$ cat src/rtl/uart_pkg.sv
// Shared register map, bit positions and TX sequencer encoding for the UART MMIO bridge.
package uart_pkg;

   localparam logic [3:0] OFF_TXDATA = 4'h0;
   localparam logic [3:0] OFF_RXDATA = 4'h4;
   localparam logic [3:0] OFF_STATUS = 4'h8;
   localparam logic [3:0] OFF_CTRL   = 4'hC;

   localparam int unsigned ST_TX_FULL   = 0;
   localparam int unsigned ST_TX_EMPTY  = 1;
   localparam int unsigned ST_RX_EMPTY  = 2;
   localparam int unsigned ST_RX_FULL   = 3;
   localparam int unsigned ST_TX_OVF    = 4;
   localparam int unsigned ST_RX_OVF    = 5;
   localparam int unsigned ST_TX_ACTIVE = 6;

   localparam int unsigned CT_RX_IE      = 0;
   localparam int unsigned CT_TX_IE      = 1;
   localparam int unsigned CT_TX_OVF_CLR = 4;
   localparam int unsigned CT_RX_OVF_CLR = 5;

   typedef logic [1:0] tx_state_t;

   localparam tx_state_t TX_IDLE    = 2'd0;
   localparam tx_state_t TX_START   = 2'd1;
   localparam tx_state_t TX_WAIT_HI = 2'd2;
   localparam tx_state_t TX_WAIT_LO = 2'd3;

   localparam int unsigned TX_START_TIMEOUT = 15;

endpackage

$ cat src/rtl/sync_fifo.sv
// Single-clock FIFO with extra-MSB pointers; a pop on a full FIFO frees room for a same-cycle push.
module sync_fifo #(
   parameter int unsigned WIDTH = 8,
   parameter int unsigned DEPTH = 8
) (
   input  logic             clk,
   input  logic             rst_n,
   input  logic             push,
   input  logic             pop,
   input  logic [WIDTH-1:0] din,
   output logic [WIDTH-1:0] dout,
   output logic             full,
   output logic             empty
);

   localparam int unsigned AW = $clog2(DEPTH);

   logic [AW:0]      wr_ptr;
   logic [AW:0]      rd_ptr;
   logic [WIDTH-1:0] mem [DEPTH];
   logic             do_push;
   logic             do_pop;

   assign empty   = (wr_ptr == rd_ptr);
   assign full    = (wr_ptr[AW] != rd_ptr[AW]) && (wr_ptr[AW-1:0] == rd_ptr[AW-1:0]);
   assign do_pop  = pop & ~empty;
   assign do_push = push & (~full | do_pop);
   assign dout    = mem[rd_ptr[AW-1:0]];

   always_ff @(posedge clk or negedge rst_n) begin
      if (!rst_n) begin
         wr_ptr <= '0;
         rd_ptr <= '0;
      end else begin
         if (do_push) wr_ptr <= wr_ptr + (AW+1)'(1);
         if (do_pop)  rd_ptr <= rd_ptr + (AW+1)'(1);
      end
   end

   always_ff @(posedge clk) begin
      if (do_push) mem[wr_ptr[AW-1:0]] <= din;
   end

endmodule

$ cat src/rtl/uart_mmio_bridge.sv
// CPU register window in front of the UART engines: TX/RX FIFOs, TX start sequencer, interrupt.
module uart_mmio_bridge
   import uart_pkg::*;
#(
   parameter int unsigned FIFO_DEPTH = 8,
   parameter logic [31:0] BASE_ADDR  = 32'h0000_0400
) (
   input  logic        clk,
   input  logic        rst_n,
   input  logic [31:0] access_addr,
   input  logic        reg_w_en,
   input  logic        reg_r_en,
   input  logic [31:0] w_data,
   output logic [31:0] r_data,
   output logic [7:0]  tx_data,
   output logic        tx_begin_flag,
   input  logic        tx_busy_flag,
   input  logic [7:0]  rx_data,
   input  logic        uart_int_req,
   output logic        rx_ack,
   output logic        cpu_int_req
);

   tx_state_t   state;
   logic [3:0]  wait_cnt;
   logic        in_win;
   logic [3:0]  off;
   logic        wr_txdata, wr_ctrl, rd_rxdata;
   logic        tx_full, tx_empty, tx_pop;
   logic [7:0]  tx_dout;
   logic        rx_full, rx_empty, rx_rise;
   logic [7:0]  rx_dout;
   logic        int_req_q;
   logic        rx_ie, tx_ie, tx_ovf, rx_ovf;
   logic        tx_drop, rx_drop, tx_active;
   logic [31:0] status;
   logic        unused_bits;

   assign in_win    = (access_addr[31:4] == BASE_ADDR[31:4]);
   assign off       = {access_addr[3:2], 2'b00};
   assign wr_txdata = reg_w_en & in_win & (off == OFF_TXDATA);
   assign wr_ctrl   = reg_w_en & in_win & (off == OFF_CTRL);
   assign rd_rxdata = reg_r_en & in_win & (off == OFF_RXDATA);
   assign unused_bits = ^{access_addr[1:0], w_data[31:8]};

   assign tx_active     = (state != TX_IDLE);
   assign tx_pop        = (state == TX_IDLE) & ~tx_empty & ~tx_busy_flag;
   assign tx_begin_flag = (state == TX_START);
   assign rx_rise       = uart_int_req & ~int_req_q;

   // A pop in the same cycle makes room, so only a push without a pop can overflow.
   assign tx_drop = wr_txdata & tx_full & ~tx_pop;
   assign rx_drop = rx_rise & rx_full & ~rd_rxdata;

   sync_fifo #(.WIDTH(8), .DEPTH(FIFO_DEPTH)) u_tx_fifo (
      .clk   (clk),
      .rst_n (rst_n),
      .push  (wr_txdata),
      .pop   (tx_pop),
      .din   (w_data[7:0]),
      .dout  (tx_dout),
      .full  (tx_full),
      .empty (tx_empty)
   );

   sync_fifo #(.WIDTH(8), .DEPTH(FIFO_DEPTH)) u_rx_fifo (
      .clk   (clk),
      .rst_n (rst_n),
      .push  (rx_rise),
      .pop   (rd_rxdata),
      .din   (rx_data),
      .dout  (rx_dout),
      .full  (rx_full),
      .empty (rx_empty)
   );

   always_ff @(posedge clk or negedge rst_n) begin
      if (!rst_n) begin
         state    <= TX_IDLE;
         wait_cnt <= '0;
         tx_data  <= '0;
      end else begin
         case (state)
            TX_IDLE: begin
               if (tx_pop) begin
                  tx_data <= tx_dout;
                  state   <= TX_START;
               end
            end
            TX_START: begin
               wait_cnt <= '0;
               state    <= TX_WAIT_HI;
            end
            TX_WAIT_HI: begin
               // No busy within the window means the start was lost; the byte is abandoned.
               if (tx_busy_flag) state <= TX_WAIT_LO;
               else if (wait_cnt == 4'(TX_START_TIMEOUT - 1)) state <= TX_IDLE;
               else wait_cnt <= wait_cnt + 4'd1;
            end
            TX_WAIT_LO: begin
               if (!tx_busy_flag) state <= TX_IDLE;
            end
            default: state <= TX_IDLE;
         endcase
      end
   end

   always_ff @(posedge clk or negedge rst_n) begin
      if (!rst_n) begin
         int_req_q   <= 1'b0;
         rx_ack      <= 1'b0;
         rx_ie       <= 1'b0;
         tx_ie       <= 1'b0;
         tx_ovf      <= 1'b0;
         rx_ovf      <= 1'b0;
         cpu_int_req <= 1'b0;
      end else begin
         int_req_q <= uart_int_req;
         rx_ack    <= rx_rise;
         if (wr_ctrl) begin
            rx_ie <= w_data[CT_RX_IE];
            tx_ie <= w_data[CT_TX_IE];
         end
         tx_ovf      <= (tx_ovf & ~(wr_ctrl & w_data[CT_TX_OVF_CLR])) | tx_drop;
         rx_ovf      <= (rx_ovf & ~(wr_ctrl & w_data[CT_RX_OVF_CLR])) | rx_drop;
         cpu_int_req <= (rx_ie & ~rx_empty) | (tx_ie & tx_empty & ~tx_active);
      end
   end

   always_comb begin
      status               = '0;
      status[ST_TX_FULL]   = tx_full;
      status[ST_TX_EMPTY]  = tx_empty;
      status[ST_RX_EMPTY]  = rx_empty;
      status[ST_RX_FULL]   = rx_full;
      status[ST_TX_OVF]    = tx_ovf;
      status[ST_RX_OVF]    = rx_ovf;
      status[ST_TX_ACTIVE] = tx_active;
   end

   always_ff @(posedge clk or negedge rst_n) begin
      if (!rst_n) begin
         r_data <= '0;
      end else if (reg_r_en && in_win) begin
         case (off)
            OFF_TXDATA: r_data <= '0;
            OFF_RXDATA: r_data <= rx_empty ? '0 : {23'd0, 1'b1, rx_dout};
            OFF_STATUS: r_data <= status;
            OFF_CTRL:   r_data <= {30'd0, tx_ie, rx_ie};
            default:    r_data <= '0;
         endcase
      end
   end

endmodule

$ cat config.mk
export PLATFORM = sky130hd
export DESIGN_NAME = uart_mmio_bridge
export DESIGN_NICKNAME = d
export VERILOG_FILES = /design/src/rtl/uart_pkg.sv /design/src/rtl/sync_fifo.sv /design/src/rtl/uart_mmio_bridge.sv
export SDC_FILE = /design/constraint.sdc
export NUM_CORES = 1
export LEC_CHECK = 0
export CORE_UTILIZATION = 40
export DETAILED_ROUTE_END_ITERATION = 6
export REMOVE_ABC_BUFFERS = 1
export SETUP_SLACK_MARGIN = 0.3
export SKIP_LAST_GASP = 1
export SLEW_MARGIN = 30
export SYNTH_ARGS = -nofsm -noshare
export SYNTH_HDL_FRONTEND = slang
export SYNTH_HIERARCHICAL = 1
export SYNTH_SLANG_ARGS = --single-unit
$ cat constraint.sdc
create_clock -name clk -period 3.2 [get_ports clk]
set_input_delay 0.32 -clock clk [delete_from_list [all_inputs] [get_ports clk]]
set_output_delay 0.32 -clock clk [all_outputs]
set_load 0.01 [all_outputs]
==> metrics.yaml <==
peakVddDrop_uv: 439
ys_seq_area_share_pct: 62.4
period_share_pct: 84.4
postCtsHoldBufs: 1
rsz0062_at_grt: "false"
cts-buffers-inserted: 17
wl_met1_mm: 6.04
nNetsFinal: 654
outcome: "finished, final reports clean"
dr_wl_met2_mm: 8.98
avgSynthCellArea_um2: 17.2
grt_first_pass_wirelength_mm: 24.9
post_cts_buffers: 0
synthArstFlopShare_pct: 26.4
drt_iter0_drc: 273
die_width_um: 143
grt_overflow_total: 0
synth.distinct_cells: 56
syn_inst: 464
pin_count: 121
yosys-top-cells-area: "edfxtp_1, dfrtp_1, mux4_1"
crit_arrival_ns: 2.84
drt-total-wl_mm: 15.7
final.setup.tns_ns: 0
synth_top_area_share_pct: 48.0
synthesis.area_mm2: 0.00800
setup-violations-final: 0
wl_met3_um: 518
drive_gt1_share_pct: 23.5
cap_viol_max_count: 0
fin_cells: 843
die_h_um: 143
synth_edf_count: 128
final_common_cell: "edfxtp_1"
criticalPathCategory: "in -> reg"
cts.path.max_buffers: 2
drtAntennaViolNets: 0
hpwlAfterDp_mm: 10.7
antenna_found_initial: 0
drc: 0
viasPerCell: 5.11
track_usage_pct: 16.6
core_region_area_mm2: 0.0195
cts_resized: 0
power.density_mw_per_mm2: 519
ff_latch_area_mm2: 0.00499
num_vias: 4308
hold_viol: 0
highest_layer: "met4"
min_path_type: "in -> reg"
timing.reg2reg.setup_slack_ns: 0.57
yosysWarnings: 6
dieArea_mm2: 0.0206
diodes: 0
path_clk_slew_ns: 0.06
drt_pass1_iterations: 5
max_slew.worst_pin.slew_ns: 0.574
cp.required_ns: 3.34
cp-start-kind: "input port"
clock_skew_ns: 0.00805
cts_max_level: 4
multi_input_area_mm2: 0.00269
cts_tree: "done"
cts-root-buf: "clkbuf_16"
start_util_pct: 41.0
dp_cells: 810
gp_congestion: 0.753
wl_per_cell_um: 18.6
port_buffers: 71
cellLeakagePower_uw: 0.00345
grt_max_degree: 28
clock.fmax_mhz: 370
grt_pass1_vias: 4603
yosys.area.top_type: "edfxtp_1"
num_rows: 51
clk_latency_ns: 0.43
final_cell_mix: "edfxtp_1, clkdlybuf4s50_1, dfrtp_1"
drv_slew: 0
cts_sinks: 174
finalCriticalPeriod_ns: 2.70
area_growth_pct: 19.7
end_kind: "flip-flop"
ys_ff_latch: 174
fillers: 1657
synth_ff_type: "edfxtp_1"
slew_headroom_pct: 61.7
path_max_fanout: 6
==> area by class of cell <==
type	count	share of cell area (%)
inverters	13	0.509
multi-input cells	254	28.1
well taps	265	3.46
flip-flops and latches	174	52.1
clock buffers	18	4.48
clock inverters	14	1.24
repair buffers	105	10.1
==> routing by layer <==
metal	vias to the layer above	global-route usage, %
met5	-	0
met4	0	5.10
met3	10	3.43
met2	99	31.8
met1	2211	18.3
li1	1988	-
==> worst max-delay path: stages <==
cell	delay, ns
clkdlybuf4s50_1	0.46
nor4b_4	0.34
and4_4	0.30
nand4_1	0.15
nor3_1	0.18
buf_4	0.20
nand2_1	0.11
nor4b_1	0.54
buf_4	0.25
==> synthesized netlist by cell type, types with 9 or more instances <==
cell type  number
mux4_1         16
nand2_1        21
mux4_2         16
a22o_1          9
mux2_2          9
edfxtp_1      128
dfrtp_1        46
xnor2_1        12
nor2_1         13
mux2_1         14
inv_1          13
mux2_4         16
buf_4          23
buf_2          13
ha_1           11
==> metrics by stage <==
| stage | util, % | hold WS [ns] | total power (uW) | setup slack, ns | cell area [um2] |
|---|---|---|---|---|---|
| floorplan | - | 0.0244 | 2860 | -1.44 | 7730 |
| global placement | 46.2 | 0.314 | 3060 | 0.147 | 9020 |
| detailed placement | 46.2 | 0.325 | 3090 | 0.0974 | 9020 |
| CTS | 49.0 | 0.348 | 5020 | 0.537 | 9580 |
| global route | 49.1 | 0.361 | 5150 | 0.419 | 9580 |
| finish | 49.1 | 0.362 | 4970 | 0.499 | 9580 |
==> state kept, by name, indices dropped and copies added (netlist names) <==
signal and cells:
state 2, int_req_q 1, tx_ie 1, tx_ovf 1
u_tx_fifo/mem 64, rx_ack 1, tx_data 8, u_tx_fifo/rd_ptr 4
rx_ovf 1, cpu_int_req 1, u_rx_fifo/wr_ptr 4, u_tx_fifo/wr_ptr 4
u_rx_fifo/rd_ptr 4, rx_ie 1, wait_cnt 4, r_data 9
u_rx_fifo/mem 64
==> final timing paths <==
| path | start | endpoint | depth (start not counted) |
|---|---|---|---|
| setup / recovery | access_addr[5] | u_tx_fifo/mem[3][6] | 9 |
| hold / removal | uart_int_req | int_req_q | 1 |
| setup reg to reg | u_tx_fifo/wr_ptr[3] | u_tx_fifo/mem[3][6] | 7 |
| hold reg to reg | r_data[3] | r_data[3] | 1 |
| max in group asynchronous | rst_n | state[0] | 3 |
| min in group asynchronous | rst_n | tx_data[7] | 2 |
==> kinds of logic after synthesis <==
kind of cell / count (synthesis) / share of synthesized area [%]
other: 1 / 0.0469
adders and majority gates: 11 / 1.72
DFF: 174 / 62.4
AOI/OAI and AO/OA: 42 / 4.79
and+or+nand+nor: 88 / 7.49
muxes: 72 / 16.1
xor gates and xnor gates: 18 / 2.35
buffers and inverters: 58 / 5.07
==> where the power goes <==
part | switching, uW | internal (uW)
Combinational | 246 | 196
Sequential | 78.7 | 2520
Clock | 861 | 1070
No activity file was read; power rests on OpenSTA's default activity.
